===== src/rtl/pcm_pkg.sv =====
// Shared types and constants for the PCM/I2S deserializer.
package pcm_pkg;

    localparam int PCM_WIDTH_DEF = 18;

    typedef enum logic [1:0] {
        PRIME = 2'd0,
        SYNC  = 2'd1,
        RUN   = 2'd2
    } pcm_state_e;

endpackage


===== src/rtl/pcm_ws_sync.sv =====
// Word-select history, edge strobe and PRIME/SYNC/RUN framing state.
module pcm_ws_sync
    import pcm_pkg::*;
(
    input  logic       bclk,
    input  logic       reset,
    input  logic       en,
    input  logic       ws,
    output logic       ws_q,
    output logic       ws_edge,
    output pcm_state_e state
);

    pcm_state_e state_nxt;

    always_ff @(posedge bclk or negedge reset) begin
        if (!reset) begin
            state <= PRIME;
            ws_q  <= 1'b0;
        end else begin
            state <= state_nxt;
            ws_q  <= ws;
        end
    end

    // PRIME only refreshes ws_q, so a stale ws_q can never fake an edge.
    assign ws_edge = (state != PRIME) && (ws != ws_q);

    always_comb begin
        state_nxt = state;
        unique case (state)
            PRIME:   if (en) state_nxt = SYNC;
            SYNC:    if (!en) state_nxt = PRIME;
                     else if (ws_edge) state_nxt = RUN;
            RUN:     if (!en) state_nxt = PRIME;
            default: state_nxt = PRIME;
        endcase
    end

endmodule


===== src/rtl/pcm_deser.sv =====
// Serial PCM/I2S receiver: collects bits per ws half-frame and emits aligned words.
module pcm_deser
    import pcm_pkg::*;
#(
    parameter int WIDTH     = PCM_WIDTH_DEF,
    parameter int MSB_FIRST = 1,
    parameter int DELAY     = 1
) (
    input  logic             bclk,
    input  logic             reset,
    input  logic             en,
    input  logic             ws,
    input  logic             d_in,
    output logic [WIDTH-1:0] data,
    output logic             ch,
    output logic             data_valid,
    output logic             short_err,
    output logic             locked
);

    localparam int            CW   = $clog2(WIDTH + 1);
    localparam logic [CW-1:0] FULL = CW'(WIDTH);

    logic             ws_q;
    logic             ws_edge;
    pcm_state_e       state;
    logic [WIDTH-1:0] sr_p0, sr_app, sr_cap, sr_new;
    logic [CW-1:0]    cnt_p0, cnt_app, cnt_cap, cnt_new;

    // Bits arriving once the word is full are dropped silently.
    function automatic logic [WIDTH-1:0] put_bit(input logic [WIDTH-1:0] sr,
                                                 input logic [CW-1:0] cnt,
                                                 input logic b);
        if (cnt == FULL) return sr;
        if (MSB_FIRST != 0) return {sr[WIDTH-2:0], b};
        return sr | ({{(WIDTH-1){1'b0}}, b} << cnt);
    endfunction

    function automatic logic [CW-1:0] sat_inc(input logic [CW-1:0] cnt);
        return (cnt == FULL) ? cnt : cnt + CW'(1);
    endfunction

    function automatic logic [WIDTH-1:0] align(input logic [WIDTH-1:0] sr,
                                               input logic [CW-1:0] cnt);
        if (MSB_FIRST != 0) return sr << (FULL - cnt);
        return sr;
    endfunction

    pcm_ws_sync u_ws_sync (
        .bclk   (bclk),
        .reset  (reset),
        .en     (en),
        .ws     (ws),
        .ws_q   (ws_q),
        .ws_edge(ws_edge),
        .state  (state)
    );

    // The edge-cycle bit either finishes the old word (I2S) or opens the new one.
    always_comb begin
        sr_app  = put_bit(sr_p0, cnt_p0, d_in);
        cnt_app = sat_inc(cnt_p0);
        if (DELAY != 0) begin
            sr_cap  = sr_app;
            cnt_cap = cnt_app;
            sr_new  = '0;
            cnt_new = '0;
        end else begin
            sr_cap  = sr_p0;
            cnt_cap = cnt_p0;
            sr_new  = put_bit('0, '0, d_in);
            cnt_new = CW'(1);
        end
    end

    always_ff @(posedge bclk or negedge reset) begin
        if (!reset) begin
            sr_p0      <= '0;
            cnt_p0     <= '0;
            data       <= '0;
            ch         <= 1'b0;
            data_valid <= 1'b0;
            short_err  <= 1'b0;
        end else begin
            data_valid <= 1'b0;
            short_err  <= 1'b0;
            // A word closed by an edge is delivered even if en drops in that cycle.
            if (state == RUN && ws_edge) begin
                data       <= align(sr_cap, cnt_cap);
                ch         <= ws_q;
                data_valid <= 1'b1;
                short_err  <= (cnt_cap != FULL);
                sr_p0      <= sr_new;
                cnt_p0     <= cnt_new;
            end else if (en && state == SYNC && ws_edge) begin
                sr_p0  <= sr_new;
                cnt_p0 <= cnt_new;
            end else if (en && state == RUN) begin
                sr_p0  <= sr_app;
                cnt_p0 <= cnt_app;
            end else begin
                sr_p0  <= '0;
                cnt_p0 <= '0;
            end
        end
    end

    assign locked = (state == RUN);

endmodule


===== config.mk =====
export PLATFORM = sky130hd
export DESIGN_NAME = pcm_deser
export DESIGN_NICKNAME = d
export VERILOG_FILES = /design/src/rtl/pcm_pkg.sv /design/src/rtl/pcm_ws_sync.sv /design/src/rtl/pcm_deser.sv
export SDC_FILE = /design/constraint.sdc
export NUM_CORES = 1
export LEC_CHECK = 0
export CORE_MARGIN = 10
export CORE_UTILIZATION = 50
export DETAILED_ROUTE_END_ITERATION = 16
export DONT_BUFFER_PORTS = 1
export PLACE_DENSITY = 0.76
export REMOVE_ABC_BUFFERS = 1
export SKIP_CTS_REPAIR_TIMING = 1
export SLEW_MARGIN = 20
export SYNTH_ARGS = -nofsm -noshare
export SYNTH_HDL_FRONTEND = slang
export SYNTH_SLANG_ARGS = --single-unit

===== constraint.sdc =====
create_clock -name bclk -period 3.5 [get_ports bclk]
set_input_delay 0.35 -clock bclk [delete_from_list [all_inputs] [get_ports bclk]]
set_output_delay 0.35 -clock bclk [all_outputs]
set_load 0.02 [all_outputs]

# Word level (Yosys, flattened, before mapping)
# Index checks and enable logic that the tools add are counted.
[word_totals]
register_bits = 47
input_bits = 5
output_inout_bits = 22
[classes]
addsub = 2
n_eq_ne = 8
shift = 2
n_mux = 21
n_bitwise = 1
n_reduce_logical = 8
[ops]
columns = ["cell", "n"]
rows = [
  ["18-bit 2-to-1 mux", 7],
  ["5-bit 2-to-1 mux", 4],
  ["18-bit OR", 1],
  ["1-bit by 5-bit left shift with 18-bit output", 1],
  ["18-bit by 5-bit left shift with 18-bit output", 1],
  ["2-bit 2-to-1 mux", 4],
  ["2-bit one-hot mux with 3 select lines", 1],
  ["5-bit by 1-bit adder with 5-bit output (second input constant)", 1],
  ["5-bit equality test (second input constant)", 1],
  ["1-bit logical AND", 5],
  ["1-bit 2-to-1 mux", 5],
  ["5-bit != test (second input constant)", 1],
  ["5-bit subtractor (first input constant)", 1],
  ["2-bit != test (second input constant)", 2],
  ["3-bit != test (second input constant)", 1],
  ["3-bit AND reduction", 1],
  ["2-bit by 1-bit equality test with 1-bit output (second input constant)", 1],
  ["2-bit equality test (second input constant)", 1],
  ["2-bit zero test", 1],
  ["2-bit nonzero test", 1],
  ["1-bit != test", 1],
]

# Depth between registers and ports, before layout
# Gate-level depths: netlist of the first run.
[depth]
depth_word = 8
ltp_mapped = 17
ltp_nobuf = 12

# By module
# Synthesis of the first run repeated with hierarchy kept, for this count alone.
[unflattened]
cells_unflattened = 330
area_unflattened_um2 = 3009.1
[modules_own_cells]
columns = ["module", "n_inst", "cells_per_inst", "area_per_inst_um2", "seq_area_each_um2"]
rows = [
  ["pcm_deser", 1, 319, 2885.3, 1101.1],
  ["pcm_ws_sync", 1, 11, 123.9, 75.1],
]

# Worst setup path before layout of the first run
# Ideal clock, no wire load.
[synth_path]
kind = "register to register"
start = "register cnt_p0[0]"
end = "register data[10]"
setup_time_ns = 0.134
t_arrival_ns = 3.781
required_time_ns = 3.366
slack_ns = -0.416
path_stages_with_launch = 16
n_path_buf = 7
period_less_slack_ns = 3.916
cell_sequence = "dfrtp_1 -> inv_1 -> buf_2 -> buf_1 -> ha_1 -> and4bb_2 -> buf_2 -> buf_2 -> xnor2_1 -> ha_1 -> clkbuf_1 -> buf_1 -> clkbuf_1 -> mux4_2 -> nand3_1 -> o311ai_1"
[synth_via]
elab_chain_len = 6
[synth_lines]
columns = ["element", "line", "text"]
rows = [
  ["start: declaration", "pcm_deser.sv:28", "logic [CW-1:0] cnt_p0, cnt_app, cnt_cap, cnt_new;"],
  ["start signal: assignment", "pcm_deser.sv:94", "cnt_p0 <= cnt_new;"],
  ["start signal: assignment", "pcm_deser.sv:97", "cnt_p0 <= cnt_new;"],
  ["start signal: assignment", "pcm_deser.sv:100", "cnt_p0 <= cnt_app;"],
  ["parallel branches: the longest is 5 deep, another holds 5-bit by 1-bit adder with 5-bit output", "-", ""],
  ["18-bit 2-to-1 mux *", "pcm_deser.sv:46", "return sr;"],
  ["end signal: assignment", "pcm_deser.sv:89", "data <= align(sr_cap, cnt_cap);"],
  ["end: declaration", "pcm_deser.sv:14", "output logic [WIDTH-1:0] data,"],
]
# Every way passes the cells marked *.
# A chain may end at the register's enable or synchronous reset.

# Worst setup path in the final report of the first run
[layout_path]
start = "register cnt_p0[1]"
end = "register data[10]"
# The elaborated chain is that of the path after synthesis.

==> results.md, run 1 <==
* Synth Flop Type: dfrtp_1
* Fmax at 333 MHz
* FF/Latch Area at 0.00118 mm²
* LEAKAGE at 1.36 nW
* Full die area at 0.00932 mm²
* Post-Syn Area at 0.00293 mm²
* Fillers at 516
* Hold WC Path Type: in -> reg
* Routed vias at 2399
* Slew Limit Fails at 0
* GR Layer Usage met1 at 20.0%
* Detail Placement HPWL at 4.92 mm
* FFs w/ async S/R, synth at 100%
* Tmin final at 3000 ps
* Die X at 96.5 µm
* Synthesized area per cell at 8.98 µm²
* Critical path arrival at 3200 ps
* Placed Instance Area at 0.00296 mm²
* Remaining antenna violation count after routing at 0
* Multi-input logic area at 0.00160 mm²
* Die height at 96.5 µm
* Max Buffers Root-to-Sink at 2
* Max cap viols at 0
* CTS tree: yes
* Sink Count at 47
* Iter 0 DRT Violations at 212
* Worst-margin pin slew at 845 ps
* GRT Total Usage at 14.7%
* Grt peak-use layer: met2
* Met3 usage at 3.08%
* Period utilisation layout at 85.8%
* H-tree depth at 2
* CP max FO at 11
* Final Hold Fails at 0
* Worst path required time at 3690 ps
* Sequential area share after synthesis at 40.2%
* Post-synth EDFFs at 0
* Setup Viol. Count Final at 0
* Post-Route Setup TNS at 0 ps
* Synth Instances at 326
* Yosys cell types at 50
* Final instance area at 0.00308 mm²
* Synth-to-Final Area Change at 5.00%
* Crit end category: register
* RSZ-0062 raised after global routing: false
* Share of cells above drive strength 1 at 11.6%
* First-pass GRT wire length at 11.0 mm
* Core area at 0.00561 mm²
* Ant diodes at 0
* Placer Congestion at 0.927
* DR pass1 iterations at 5
* Crit Path Class: reg -> reg
* Initial Utilization at 52.2%
* Vias in the first global route at 2192
* Largest net degree at the start of global routing at 48
* Final net count at 328
* Io pins at 27
* Total CTS buffers at 5
* Vias per inst at 6.12
* M2 GR Usage at 22.2%
* CP startpoint kind: register
* Residual DRC at 0
* Root Driver: clkbuf_8
* Row Count at 27
* Total wire length at 6.61 mm
* Worst-Skew Late Latency at 300 ps
* Slew margin rel. at 43.1%
* Final setup skew at 3.41 ps
* I/O Buffers at 0
* Reg clk slew, reported paths at 80 ps
* Pwr Density at 321 mW/mm²
* Worst IR Drop VDD at 0.184 mV
* Wirelength per Cell at 16.8 µm
* Antenna violations before repair at 0
* Grt total ovfl at 0
* Yosys warns at 0
* Outcome: complete, no violations
* Post-synthesis register bit count at 47
## sequential cells by signal, indices dropped and copies added, names as in the netlist
name,cells
ch,1
cnt_p0,5
data,18
data_valid,1
short_err,1
sr_p0,18
u_ws_sync.state,2
u_ws_sync.ws_q,1
## kinds of logic (layout without fill, tap and decap cells)
| logic type | after synthesis | count (layout) | synth area share [%] |
|---|---|---|---|
| adders and majority gates | 4 | 4 | 1.71 |
| and+or+nand+nor | 129 | 129 | 19.6 |
| buffers and inverters | 32 | 26 | 5.21 |
| xor gates and xnor gates | 11 | 11 | 3.80 |
| muxes | 22 | 22 | 11.2 |
| DFF | 47 | 47 | 40.2 |
| AOI/OAI and AO/OA | 81 | 81 | 18.4 |
## critical path, stage by stage, from the launching register on
cell	delay (ps)
dfrtp_1	400
ha_1	190
and4bb_2	250
xnor2_1	200
ha_1	350
nor3_1	120
xnor2_1	190
nor2_1	560
nand2_1	290
o311ai_1	340
## per-stage QoR
| step | setup WS, ps | instances | hold WS (ps) | total power [W] | utilization [%] |
|---|---|---|---|---|---|
| after floorplan | -512 | 302 | 54.4 | 0.000652 | - |
| after global placement | 627 | 382 | 55.8 | 0.000671 | 52.7 |
| after detailed placement | 544 | 382 | 55.9 | 0.000673 | 52.7 |
| after CTS | 506 | 390 | -270 | 0.000990 | 54.2 |
| after global routing | 265 | 392 | 55.0 | 0.00104 | 54.8 |
| final | 496 | 392 | 75.5 | 0.000988 | 54.8 |
## power breakdown
group          internal (W)   total, W  switching, W
sequential         0.000558   0.000587     0.0000285
combinational     0.0000359  0.0000896     0.0000537
clock              0.000140   0.000312      0.000172
## metal layers
metal	wire length (µm)	part of all wire (%)	vias up
li1	-	-	1148
met1	2930	44	1143
met2	2960	45	96
met3	595	9.0	12
met4	117	1.8	0
met5	0	0	-
## area by class of cell
| type | instances | area share (%) |
|---|---|---|
| well taps | 72 | 2.93 |
| clock inverters | 1 | 0.163 |
| repair buffers | 10 | 3.17 |
| inverters | 8 | 0.976 |
| multi-input cells | 247 | 52.0 |
| flip-flops and latches | 47 | 38.2 |
| clock buffers | 7 | 2.48 |
## worst paths after layout
check	from	end	slack [ps]	depth (start not counted)
setup / recovery	cnt_p0[1]	data[10]	500	9
max in group asynchronous	reset	sr_p0[0]	2730	2
setup reg to reg	cnt_p0[1]	data[10]	500	9
hold reg to reg	u_ws_sync.ws_q	ch	540	1
hold / removal	ws	u_ws_sync.ws_q	80	0
min in group asynchronous	reset	data[9]	570	2
## layout by cell type (no fill, tap or decap), types with 2 or more instances in the layout
| cell | netlist | layout |
|---|---|---|
| and3b_1 | 2 | 2 |
| a22o_1 | 5 | 5 |
| o21a_1 | 2 | 2 |
| xnor2_2 | 2 | 2 |
| nor3_1 | 2 | 2 |
| dfrtp_1 | 47 | 47 |
| a221o_1 | 3 | 3 |
| buf_4 | 0 | 8 |
| o21ai_0 | 12 | 12 |
| nand2_1 | 67 | 67 |
| xor2_1 | 4 | 4 |
| a22oi_1 | 3 | 3 |
| inv_1 | 8 | 8 |
| nor2b_1 | 2 | 2 |
| clkbuf_8 | 0 | 5 |
| a31oi_1 | 13 | 13 |
| and3_1 | 3 | 3 |
| ha_1 | 4 | 4 |
| mux2_2 | 6 | 6 |
| xnor2_1 | 5 | 5 |
| clkbuf_1 | 9 | 2 |
| a32o_1 | 4 | 4 |
| mux4_2 | 8 | 8 |
| o31a_1 | 2 | 2 |
| mux2i_1 | 8 | 8 |
| nor2_1 | 31 | 31 |
| a21oi_1 | 24 | 24 |
| a211oi_1 | 2 | 2 |
| o31ai_1 | 3 | 3 |
| nand3_1 | 11 | 11 |
## Yosys cell counts, types with 2 or more instances
library cell  instances  area [µm²]
o21ai_0              12        60.1
o21a_1                2        15.0
xor2_1                4        35.0
a211oi_1              2        15.0
and3b_1               2        17.5
nand2_1              67         251
dfrtp_1              47        1180
inv_1                 8        30.0
a21oi_1              24         120
mux2_2                6        67.6
a22o_1                5        43.8
nor2b_1               2        12.5
mux4_2                8         180
and3_1                3        18.8
buf_2                 8        40.0
o31a_1                2        17.5
nor3_1                2        10.0
xnor2_1               5        43.8
a221o_1               3        30.0
ha_1                  4        50.1
a31oi_1              13        81.3
mux2i_1               8        80.1
buf_6                 3        33.8
xnor2_2               2        32.5
nor2_1               31         116
o31ai_1               3        22.5
a32o_1                4        40.0
nand3_1              11        55.1
a22oi_1               3        22.5
buf_1                 4        15.0
clkbuf_1              9        33.8
Note: power is estimated with default switching activity, not from simulation.
==> run 2, diff against run 1 <==
CORE_UTILIZATION = 43   (was 50)
PLACE_DENSITY = 0.68   (was 0.76)
==> run 2 against run 1 <==
Against the previous run: setup slack better by 86 ps; worst hold slack worse by 3.2 ps; flip-flop and latch count unchanged; die area up 13%; sequential share of layout area down 0.87 points; clock power up 25%; register-to-register slack better by 90 ps; maximum frequency up 2.9%; cell count up 3.1%; critical path type unchanged; highest routed layer unchanged.
==> results.md, run 2 (same netlist as run 1, synthesis figures left out) <==
* First-pass GRT wire length at 11.6 mm (+4.8%)
* Most common cell after layout, fill and taps aside: nand2_1
* Synth-to-Final Area Change at 7.43%
* Pwr Density at 340 mW/mm² (+5.9%)
* Top flop regs: data x18, sr_p0 x18, cnt_p0 x5
* Grt total ovfl at 0 (unchanged)
* Slew margin rel. at 41.2% (-1.8 points)
* Worst-Skew Late Latency at 300 ps (about the same)
* Worst path required time at 3690 ps (about the same)
* Slew Limit Fails at 0 (unchanged)
* CTS tree: yes
* Initial Utilization at 43.6% (-8.6 points)
* Fillers at 623 (+21%)
* Remaining antenna violation count after routing at 0 (unchanged)
* Vias in the first global route at 2217 (+1.1%)
* Placed Instance Area at 0.00300 mm² (+1.4%)
* Wirelength per Cell at 16.8 µm (-0.18%)
* Routed vias at 2338 (-2.5%)
* Crit end category: register
* Detail Placement HPWL at 5.08 mm (+3.3%)
* Die X at 103 µm (+6.2%)
* Io pins at 27 (unchanged)
* I/O Buffers at 0 (unchanged)
* Worst IR Drop VDD at 0.160 mV (-13%)
* CP max FO at 20 (+9)
* Final instance area at 0.00315 mm² (+2.3%)
* Final setup skew at 5.52 ps (+2.11 ps)
* Sink Count at 47 (unchanged)
* Worst-margin pin slew at 873 ps (+27.5 ps)
* Outcome: complete, no violations
* Worst Reg-to-Reg Cells at 8 (-1)
* Reg clk slew, reported paths at 90 ps (about the same)
* Full die area at 0.0105 mm² (+13%)
* Worst reg2reg path startpoint: cnt_p0[1]
* Hold Startpoint: ws
* Root Driver: clkbuf_8
* WHS Endpoint: u_ws_sync.ws_q
* Crit Path Class: reg -> reg
* CP startpoint kind: register
* Die height at 103 µm (+6.2%)
* Reg2reg end: data[14]
* Setup Viol. Count Final at 0 (unchanged)
* Largest net degree at the start of global routing at 48 (unchanged)
* Share of cells above drive strength 1 at 13.3% (+1.7 points)
* Max Buffers Root-to-Sink at 2 (unchanged)
* Placed instance count at 394 (+3.1%)
* Non-Filler Instances at 404 (+3.1%)
* Placer Congestion at 0.894 (-3.5%)
* DR pass1 iterations at 5 (unchanged)
* Final Hold Fails at 0 (unchanged)
* R2R setup slack at 580 ps (+90 ps)
* Residual DRC at 0 (unchanged)
* Fmax at 343 MHz (+2.9%)
* Multi-input logic area at 0.00160 mm² (unchanged)
* LEAKAGE at 1.39 nW (+2.6%)
* Antenna violations before repair at 0 (unchanged)
* Final net count at 332 (+1.2%)
* Total wire length at 6.80 mm (+2.9%)
* Hold path depth at 0 (unchanged)
* Hold WC Path Type: in -> reg
* RSZ-0062 raised after global routing: false
* Total CTS buffers at 5 (unchanged)
* Iter 0 DRT Violations at 175 (-17%)
* Most frequent cells in the layout: nand2_1 (67), dfrtp_1 (47), nor2_1 (31), a21oi_1 (24), a31oi_1 (13)
* Critical path arrival at 3110 ps (-90 ps)
* Row Count at 30 (+11%)
* Ant diodes at 0 (unchanged)
* Period utilisation layout at 83.4% (-2.5 points)
* FF/Latch Area at 0.00118 mm² (unchanged)
* Vias per inst at 5.79 (-5.4%)
* Tmin final at 2920 ps (-85.8 ps)
* Core area at 0.00672 mm² (+20%)
* GRT Total Usage at 13.5% (-1.2 points)
* Max cap viols at 0 (unchanged)
* H-tree depth at 2 (unchanged)
-- run 2: per-layer routing --
| metal | routed length (µm) | up-vias | track usage [%] |
|---|---|---|---|
| li1 | - | 1156 | - |
| met1 | 3180 | 1117 | 18.2 |
| met2 | 3150 | 59 | 21.7 |
| met3 | 383 | 6 | 2.28 |
| met4 | 82 | 0 | 3.69 |
| met5 | 0 | - | 0 |
-- run 2: power breakdown --
group | internal [W] | switching [W]
sequential | 0.000558 | 0.0000291
combinational | 0.0000369 | 0.0000559
clock | 0.000213 | 0.000178
total | 0.000808 | 0.000263
-- run 2: how the worst max path moves through the flow --
stage	startpoint	endpoint	slack (ps)	cells after the start
final	cnt_p0[1]	data[14]	580	8
after floorplan	cnt_p0[0]	data[15]	-510	11
after global routing	cnt_p0[0]	data[13]	450	12
after detailed placement	cnt_p0[1]	data[14]	590	8
after global placement	cnt_p0[0]	data[14]	650	9
after CTS	cnt_p0[0]	data[14]	580	9
-- run 2: layout make-up --
cell class,instances,share of cell area [%]
inverter,8,0.954
tap,80,3.18
timing repair buffer,14,4.06
clock buffer,5,2.19
multi-input combinational,247,50.9
sequential,47,37.4
clock inverter,3,1.39
-- run 2: critical path, cell delays in order, from the launching register on --
cell and delay [ps]:
dfrtp_1 410, ha_1 200, and4bb_2 250, xnor2_1 140
ha_1 490, buf_4 320, mux4_2 550, and3_1 190
a221o_1 250
-- run 2: stage by stage --
stage          setup WS, ps  setup TNS (ps)  power (W)  util (%)  hold WS, ps
2_1_floorplan          -512           -4620   0.000652         -         54.4
3_3_place_gp            654               0   0.000676      44.6         56.7
3_5_place_dp            594               0   0.000677      44.6         56.6
4_1_cts                 585               0    0.00107      46.3         -272
5_1_grt                 445               0    0.00113      46.8         49.5
6_report                582               0    0.00107      46.8         72.3
